`src/rtl/led_pio_arbiter_pkg.sv`:
```
// Shared types and sizes for the LED PIO arbiter: FSM state encoding and
// PIO bus widths.
package led_pio_arbiter_pkg;
  localparam int NREQ       = 4;
  localparam int PIO_ADDR_W = 2;
  localparam int PIO_DATA_W = 8;

  typedef enum logic [1:0] {
    ST_IDLE  = 2'd0,
    ST_ISSUE = 2'd1,
    ST_ACK   = 2'd2
  } state_e;
endpackage

```
`src/rtl/led_pio_rr_select.sv`:
```
// Round-robin priority selector: scans upward from the requester after
// last_grant and returns the first asserted request.
module led_pio_rr_select #(
  parameter int NREQ = 4
) (
  input  logic [NREQ-1:0] req,
  input  logic [1:0]      last_grant,
  output logic            any,
  output logic [1:0]      winner
);
  logic       found;
  logic [1:0] idx;

  always_comb begin
    any    = |req;
    winner = last_grant;
    found  = 1'b0;
    idx    = last_grant;
    // 2-bit index arithmetic wraps naturally at 4 requesters
    for (int i = 1; i <= NREQ; i++) begin
      idx = last_grant + 2'(i);
      if (!found && req[idx]) begin
        winner = idx;
        found  = 1'b1;
      end
    end
  end
endmodule

```
`src/rtl/led_pio_arbiter.sv`:
```
// Four-way round-robin arbiter in front of a single LED PIO slave. Each
// transaction runs IDLE -> ISSUE (one chipselect cycle) -> ACK (one-hot strobe).
module led_pio_arbiter #(
  parameter int NREQ = 4
) (
  input  logic                                  clk,
  input  logic                                  reset_n,
  input  logic [NREQ-1:0]                       req,
  input  logic [NREQ-1:0]                       req_write_n,
  input  logic [2*NREQ-1:0]                     req_address,
  input  logic [8*NREQ-1:0]                     req_writedata,
  output logic [NREQ-1:0]                       ack,
  output logic [7:0]                            rdata,
  output logic [1:0]                            grant_id,
  output logic                                  busy,
  output logic                                  pio_chipselect,
  output logic [1:0]                            pio_address,
  output logic                                  pio_write_n,
  output logic [7:0]                            pio_writedata,
  input  logic [7:0]                            pio_readdata,
  output led_pio_arbiter_pkg::state_e           dbg_state
);
  import led_pio_arbiter_pkg::*;

  state_e                  state_q, state_d;
  logic [1:0]              grant_q, last_grant_q;
  logic                    wr_n_q;
  logic [PIO_ADDR_W-1:0]   addr_q;
  logic [PIO_DATA_W-1:0]   wdata_q;
  logic [PIO_DATA_W-1:0]   rdata_q;
  logic                    any_req;
  logic [1:0]              winner;

  led_pio_rr_select #(.NREQ(NREQ)) u_rr_select (
    .req        (req),
    .last_grant (last_grant_q),
    .any        (any_req),
    .winner     (winner)
  );

  always_comb begin
    state_d = state_q;
    case (state_q)
      ST_IDLE:  if (any_req) state_d = ST_ISSUE;
      ST_ISSUE: state_d = ST_ACK;
      ST_ACK:   state_d = ST_IDLE;
      default:  state_d = ST_IDLE;
    endcase
  end

  always_ff @(posedge clk or negedge reset_n) begin
    if (!reset_n) begin
      state_q      <= ST_IDLE;
      grant_q      <= 2'd0;
      last_grant_q <= 2'd3;
      wr_n_q       <= 1'b1;
      addr_q       <= '0;
      wdata_q      <= '0;
      rdata_q      <= '0;
    end else begin
      state_q <= state_d;
      // The whole transaction is captured here so later input changes are ignored
      if (state_q == ST_IDLE && any_req) begin
        grant_q <= winner;
        wr_n_q  <= req_write_n[winner];
        addr_q  <= req_address[{winner, 1'b0} +: PIO_ADDR_W];
        wdata_q <= req_writedata[{winner, 3'b000} +: PIO_DATA_W];
      end
      if (state_q == ST_ISSUE) begin
        rdata_q <= wr_n_q ? pio_readdata : '0;
      end
      if (state_q == ST_ACK) begin
        last_grant_q <= grant_q;
      end
    end
  end

  always_comb begin
    pio_chipselect = 1'b0;
    pio_write_n    = 1'b1;
    pio_address    = '0;
    pio_writedata  = '0;
    ack            = '0;
    if (state_q == ST_ISSUE) begin
      pio_chipselect = 1'b1;
      pio_write_n    = wr_n_q;
      pio_address    = addr_q;
      pio_writedata  = wdata_q;
    end
    if (state_q == ST_ACK) begin
      ack = NREQ'(1) << grant_q;
    end
  end

  assign busy      = (state_q != ST_IDLE);
  assign rdata     = rdata_q;
  assign grant_id  = grant_q;
  assign dbg_state = state_q;
endmodule

```
`config.mk`:
```
export PLATFORM = sky130hd
export DESIGN_NAME = led_pio_arbiter
export DESIGN_NICKNAME = d
export VERILOG_FILES = /design/src/rtl/led_pio_arbiter_pkg.sv /design/src/rtl/led_pio_rr_select.sv /design/src/rtl/led_pio_arbiter.sv
export SDC_FILE = /design/constraint.sdc
export NUM_CORES = 1
export LEC_CHECK = 0
export ABC_AREA = 1
export ABC_CLOCK_PERIOD_IN_PS = 4000
export CAP_MARGIN = 20
export CELL_PAD_IN_SITES_DETAIL_PLACEMENT = 0
export CELL_PAD_IN_SITES_GLOBAL_PLACEMENT = 1
export CORE_MARGIN = 5
export CORE_UTILIZATION = 29
export DETAILED_ROUTE_END_ITERATION = 16
export GPL_ROUTABILITY_DRIVEN = 0
export PLACE_DENSITY_LB_ADDON = 0.12
export SLEW_MARGIN = 25
export SYNTH_ARGS = -nofsm -noshare
export SYNTH_HDL_FRONTEND = slang
export SYNTH_HIERARCHICAL = 1
export SYNTH_SLANG_ARGS = --single-unit
```
`constraint.sdc`:
```
create_clock -name clk -period 4 [get_ports clk]
set_input_delay 1.2 -clock clk [delete_from_list [all_inputs] [get_ports clk]]
set_output_delay 1.2 -clock clk [all_outputs]
set_load 0.01 [all_outputs]
```
==> summary.md, run 1 <==
| Metric | Value |
|---|---|
| Die Area | 7830 um^2 |
| Skew-Pair Late Insertion Delay | 270 ps |
| Pwr/cell area | 821 nW/um^2 |
| EDFF count, synth | 0 |
| Core footprint | 5960 um^2 |
| CTS sink count | 25 |
| Cts repair resizes | 0 |
| Final setup vio count | 0 |
| CTS buffer count | 3 |
| Post-Syn Instances | 286 |
| Final ANT Viol Nets | 0 |
| DR WL/cell | 11.4 um |
| Setup Fix Bufs, Post-CTS | 0 |
| Ranking of synthesized cells by area | dfrtp_1 31%, nand2_1 27%, nand3_1 9.8%, inv_1 8.0%, dfstp_2 4.4% |
| Hold_buf cts | 0 |
| Fin crit share | 0.779 |
| Unrepaired setup endpoints after global routing | no |
| GRT Util Overall | 0.135 |
| CTS tree | yes |
| Synth warnings | 6 |
| GRT Residual Overflow | 0 |
| Endpoint class of the critical path | output pin |
| First-pass GRT wire length | 8470 um |
| Max-Slew Margin vs Limit | 0.547 |
| Fmax | 0.321 GHz |
| Share of cells above drive strength 1 | 0.0842 |
| R2R Setup Slk | 1690 ps |
| Root Buffer | clkbuf_8 |
| Tmin final | 3120 ps |
| Die Y | 88.5 um |
| Via-to-Cell Ratio | 4.31 |
| Mapped Nets | 344 |
| Peak supply drop | 0.409 mV |
| Final-report hold violation count | 0 |
| Largest net degree at the start of global routing | 26 |
| Vias | 1911 |
| Syn Area/Cell | 6.24 um^2 |
| Synth top area share | 0.308 |
| Seq cells post-synth | 25 |
| Vias in the first global route | 1861 |
| CP Max Fanout | 19 |
| Mapped Area | 1790 um^2 |
| CTS H-tree depth | 1 |
| Initial Utilization | 0.300 |
| Hpwl dp | 3940 um |
| NumNets Final | 427 |
| Synth top cells by count | 130 x nand2_1, 38 x inv_1, 35 x nand3_1 |
| Total routed wirelength | 5040 um |
| DP Cell Count | 439 |
| Io pins | 87 |
| Max Slew Vio Count | 0 |
| DRC violations left | 0 |
| Maximum root-to-sink buffer count | 2 |
| Ys flop type | dfrtp_1 |
| Part of the Yosys area used for sequential elements | 0.352 |
| Startpoint class of the critical path | flop |
| Synth area leader | dfrtp_1 |
| Critical Path AT | 1920 ps |
| LEAKAGE | 1.42 nW |
| Min-delay worst type | flop to flop |
| Asr flop ratio synth | 1.00 |
| Initial DRT Pass Iterations | 4 |
| Top-count cell post-synth | nand2_1 |
| Die X | 88.5 um |
| Worst Max-Slew Pin Slew | 678 ps |
| Diode count | 0 |
| Clock Skew | 1.89 ps |
| Row count | 28 |
| Max-Cap Viols | 0 |
| Clock transition at path regs | 90 ps |
| Layout area overhead | 53.5% |
| Status | completed |
| Crit Path Category | flop to output pin |
| TNS Setup | 0 ps |
| Number of DRC markers in iteration 0 | 54 |
| WP data required | 2800 ps |
| Initial antenna violation count | 0 |
| Buffers on Ports | 86 |
| Distinct cells, synth | 25 |
| Final std cells w/o fill | 443 |
==> final cells by class <==
cell class	instances	area (um^2)
fill	660	3220
multi-input combinational	207	920
timing repair buffer	88	876
sequential	25	629
inverter	44	173
tap	75	93.8
clock buffer	3	41.3
clock inverter	1	7.51
==> state kept, by name (all words and copies together), names as in the netlist <==
signal	cells
rdata	8
last_grant_q	2
wdata_q	8
addr_q	2
dbg_state	2
grant_id	2
wr_n_q	1
==> worst max-delay path, stage by stage (launching register included) <==
cell and delay (ps):
dfrtp_1 450, nor2_4 260, inv_2 210, nor2_1 160, clkdlybuf4s50_1 570
==> cells in the final DEF (no fill, tap or decap), types with 2 or more instances in the layout <==
master / n
dfstp_2: 3
inv_2: 5
nor2_4: 2
nand2_2: 6
inv_1: 38
buf_4: 2
nand3_2: 2
a21oi_1: 3
clkbuf_8: 3
nor2_1: 17
nand3_1: 35
clkdlybuf4s50_1: 86
dfrtp_1: 22
nand2_4: 4
nand2_1: 130
==> report_power, final <==
group	total [W]	internal [W]	leakage, nW	switching, W
logic	0.00159	0.000628	1.09	0.000965
clock network	0.000154	0.0000706	0.0217	0.0000838
registers	0.000502	0.000392	0.310	0.000110
total	0.00225	0.00109	1.42	0.00116
==> logic make-up (layout without fill, tap and decap cells) <==
| kind of cell | after synthesis | count (layout) | synth area share |
|---|---|---|---|
| AND/OR/NAND/NOR | 200 | 200 | 0.491 |
| buffers and inverters | 54 | 136 | 0.132 |
| flip-flops | 25 | 25 | 0.352 |
| AO/OA/AOI/OAI | 6 | 6 | 0.0189 |
| XOR/XNOR | 1 | 1 | 0.00491 |
==> final timing paths <==
path                            startpoint             end  cells past startpoint
max                           dbg_state[1]  pio_address[0]                      4
min in group asynchronous          reset_n     grant_id[0]                      2
min                             wdata_q[1]      wdata_q[1]                      2
max in group asynchronous          reset_n          wr_n_q                      2
max reg2reg                last_grant_q[0]          wr_n_q                     14
min reg2reg                     wdata_q[1]      wdata_q[1]                      2
==> metrics by stage <==
step           instance area, um^2  setup WS [ps]  hold slack, ps  power [W]  utilization
2_1_floorplan                 1790           1630             449    0.00163            -
3_3_place_gp                  2690            705             462    0.00213        0.452
3_5_place_dp                  2690            704             465    0.00214        0.452
4_1_cts                       2740            844             489    0.00230        0.460
5_1_grt                       2740            704             513    0.00256        0.460
6_report                      2740            883             485    0.00225        0.460
==> routing by layer <==
| metal | vias to the layer above | wire length [um] | track usage | share of wire |
|---|---|---|---|---|
| met2 | 55 | 2380 | 0.230 | 0.47 |
| met3 | 2 | 461 | 0.0428 | 0.092 |
| met4 | 0 | 34 | 0.0206 | 0.0068 |
| met1 | 833 | 2160 | 0.171 | 0.43 |
| li1 | 1021 | - | - | - |
| met5 | - | 0 | 0 | 0 |
No activity file was read; power rests on OpenSTA's default activity.
==> run 2, diff against run 1 <==
--- a/config.mk
+++ b/config.mk
@@ -6,12 +6,12 @@
 export NUM_CORES = 1
 export LEC_CHECK = 0
 export ABC_AREA = 1
-export ABC_CLOCK_PERIOD_IN_PS = 4000
+export ABC_CLOCK_PERIOD_IN_PS = 3000
 export CAP_MARGIN = 20
 export CELL_PAD_IN_SITES_DETAIL_PLACEMENT = 0
 export CELL_PAD_IN_SITES_GLOBAL_PLACEMENT = 1
 export CORE_MARGIN = 5
-export CORE_UTILIZATION = 29
+export CORE_UTILIZATION = 27
 export DETAILED_ROUTE_END_ITERATION = 16
 export GPL_ROUTABILITY_DRIVEN = 0
 export PLACE_DENSITY_LB_ADDON = 0.12
==> constraint.sdc (replaced) <==
create_clock -name clk -period 3 [get_ports clk]
set_input_delay 0.9 -clock clk [delete_from_list [all_inputs] [get_ports clk]]
set_output_delay 0.9 -clock clk [all_outputs]
set_load 0.01 [all_outputs]
==> run 2 against run 1 <==
Effect of this change:
- sequential cell count did not move
- total power rose by 39%
- clock skew rose by 4.8 ps
- critical path type unchanged
==> summary.md, run 2 (synthesis results as in run 1) <==
| Metric | Value |
|---|---|
| Core footprint | 6390 um^2 (was 5960 um^2) |
| Max-Cap Viols | 0 (unchanged) |
| Final Instance Area | 2770 um^2 (was 2740 um^2) |
| Clock transition at path regs | 90 ps (about the same) |
| Share of cells above drive strength 1 | 0.0865 (was 0.0842) |
| GRT Util Overall | 0.127 (was 0.135) |
| Setup crit start | dbg_state[1] (unchanged) |
| TNS Setup | 0 ps (unchanged) |
| Initial Utilization | 0.280 (was 0.300) |
| Max Slew Vio Count | 0 (unchanged) |
| Crit-path cells | nor2_4 > inv_2 > or2_1 > clkdlybuf4s50_1 (was nor2_4 > inv_2 > nor2_1 > clkdlybuf4s50_1) |
| Commonest non-fill, non-tap cell in the layout | nand2_1 (unchanged) |
| LEAKAGE | 1.43 nW (was 1.42 nW) |
| Final std cells w/o fill | 447 (was 443) |
| Power share of the combinational group | 0.722 (was 0.708) |
| Io pins | 87 (unchanged) |
| Final-report hold violation count | 0 (unchanged) |
| DR WL/cell | 11.6 um (was 11.4 um) |
| Setup Fix Bufs, Post-CTS | 0 (unchanged) |
| Layout filler cell count | 704 (was 660) |
| Max stage delay on crit path | 480 ps (was 570 ps) |
| Row count | 29 (was 28) |
| Peak supply drop | 0.562 mV (was 0.409 mV) |
| Tmin final | 2810 ps |
| CP Max Fanout | 19 (unchanged) |
| Via-to-Cell Ratio | 4.30 (was 4.31) |
| DRC violations left | 0 (unchanged) |
| Min-delay worst type | flop to flop (unchanged) |
| Clock Skew | 6.66 ps (was 1.89 ps) |
| Maximum root-to-sink buffer count | 2 (unchanged) |
| Pwr Total | 0.00312 W (was 0.00225 W) |
| Most frequent cells in the layout | 130 x nand2_1, 86 x clkdlybuf4s50_1, 38 x inv_1 (unchanged) |
| CTS H-tree depth | 1 (unchanged) |
| Max-Slew Margin vs Limit | 0.774 (was 0.547) |
| Core Util, Final | 0.433 (was 0.460) |
| GRT Residual Overflow | 0 (unchanged) |
| Critical R2R Launch | last_grant_q[0] (unchanged) |
| Clk pwr share | 0.065 (was 0.069) |
| Number of DRC markers in iteration 0 | 67 (was 54) |
| WP data required | 2100 ps (was 2800 ps) |
| CTS tree | yes (unchanged) |
| Die Area | 8340 um^2 (was 7830 um^2) |
| Placed Area | 2720 um^2 (was 2690 um^2) |
| CTS sink count | 25 (unchanged) |
| Skew-Pair Late Insertion Delay | 270 ps (about the same) |
| Die X | 91.3 um (was 88.5 um) |
| DP Cell Count | 443 (was 439) |
| Cts repair resizes | 0 (unchanged) |
| Total routed wirelength | 5170 um (was 5040 um) |
| Unrepaired setup endpoints after global routing | no (unchanged) |
| Worst Max-Slew Pin Slew | 339 ps (was 678 ps) |
| Pwr/cell area | 1130 nW/um^2 (was 821 nW/um^2) |
| Buffers on Ports | 86 (unchanged) |
| Crit path max-delay cell type | clkdlybuf4s50_1 (unchanged) |
| Initial antenna violation count | 0 (unchanged) |
| Status | completed (unchanged) |
| NetSw | 0.00157 W (was 0.00116 W) |
| Vias in the first global route | 1862 (was 1861) |
| Final setup vio count | 0 (unchanged) |
| Min-delay src | rdata[4] (was wdata_q[1]) |
| Diode count | 0 (unchanged) |
| Sw Share | 0.503 (was 0.515) |
| Fin crit share | 0.937 |
| Hold_buf cts | 0 (unchanged) |
| Die Y | 91.3 um (was 88.5 um) |
| NumNets Final | 429 (was 427) |
| Largest net degree at the start of global routing | 26 (unchanged) |
| Vias | 1921 (was 1911) |
| Fmax | 0.356 GHz |
| Root Buffer | clkbuf_8 (unchanged) |
| Final ANT Viol Nets | 0 (unchanged) |
| Initial DRT Pass Iterations | 4 (unchanged) |
| Hpwl dp | 4090 um (was 3940 um) |
| Layout area overhead | 54.9% (was 53.5%) |
| First-pass GRT wire length | 8920 um (was 8470 um) |
| Sequential Power Share | 0.213 (was 0.223) |
| Endpoint class of the critical path | output pin (unchanged) |
| Startpoint class of the critical path | flop (unchanged) |
| CTS buffer count | 3 (unchanged) |
| Critical Path AT | 1910 ps (was 1920 ps) |
| Crit Path Category | flop to output pin (unchanged) |
| Int Pwr | 0.00155 W (was 0.00109 W) |
## run 2: changes by cell type in the layout (fill, tap and decap cells not counted), sizes merged
cell      previous run  this run
clkbuf               3         4
buf                  2         4
clkinvlp             1         0
## run 2: path summary, 6_finish.rpt
kind                           endpoint  slack [ps]  depth (start not counted)
setup reg to reg             wdata_q[3]         950                         14
setup / recovery            pio_write_n         190                          4
hold / removal                 rdata[4]         480                          2
hold reg to reg                rdata[4]         480                          2
min in group asynchronous  dbg_state[1]         980                          2
max in group asynchronous        wr_n_q        1720                          2
## run 2: cell type report
type | count | area [um^2] | area share
Sequential cell | 25 | 629 | 0.227
Multi-Input combinational cell | 207 | 920 | 0.332
Inverter | 44 | 173 | 0.0624
Tap cell | 77 | 96.3 | 0.0348
Timing Repair Buffer | 90 | 903 | 0.327
Clock buffer | 4 | 45.0 | 0.0163
## run 2: per-layer routing
layer	global-route usage	up-vias	wire length [um]
met5	0	-	0
met4	0.0220	0	32
met3	0.0413	2	397
li1	-	1022	-
met1	0.163	846	2250
met2	0.212	51	2480
## run 2: power by group through the flow
stage               combinational (W)  clock [W]  sequential, W
floorplan                     0.00152          0       0.000652
global placement              0.00230          0       0.000673
detailed placement            0.00232          0       0.000674
CTS                           0.00232   0.000206       0.000670
global route                  0.00262   0.000227       0.000698
finish                        0.00225   0.000202       0.000666
## run 2: worst max-delay path: cells and delay by family (launching register included)
family / cells / cell delay (ps)
simple gates: 2 / 510
buf+inv: 2 / 690
flops: 1 / 450
## run 2: stage by stage
stage	hold slack, ps	setup WS, ps
finish	482	189
global route	509	31.7
CTS	488	133
detailed placement	465	253
global placement	462	241
floorplan	449	927
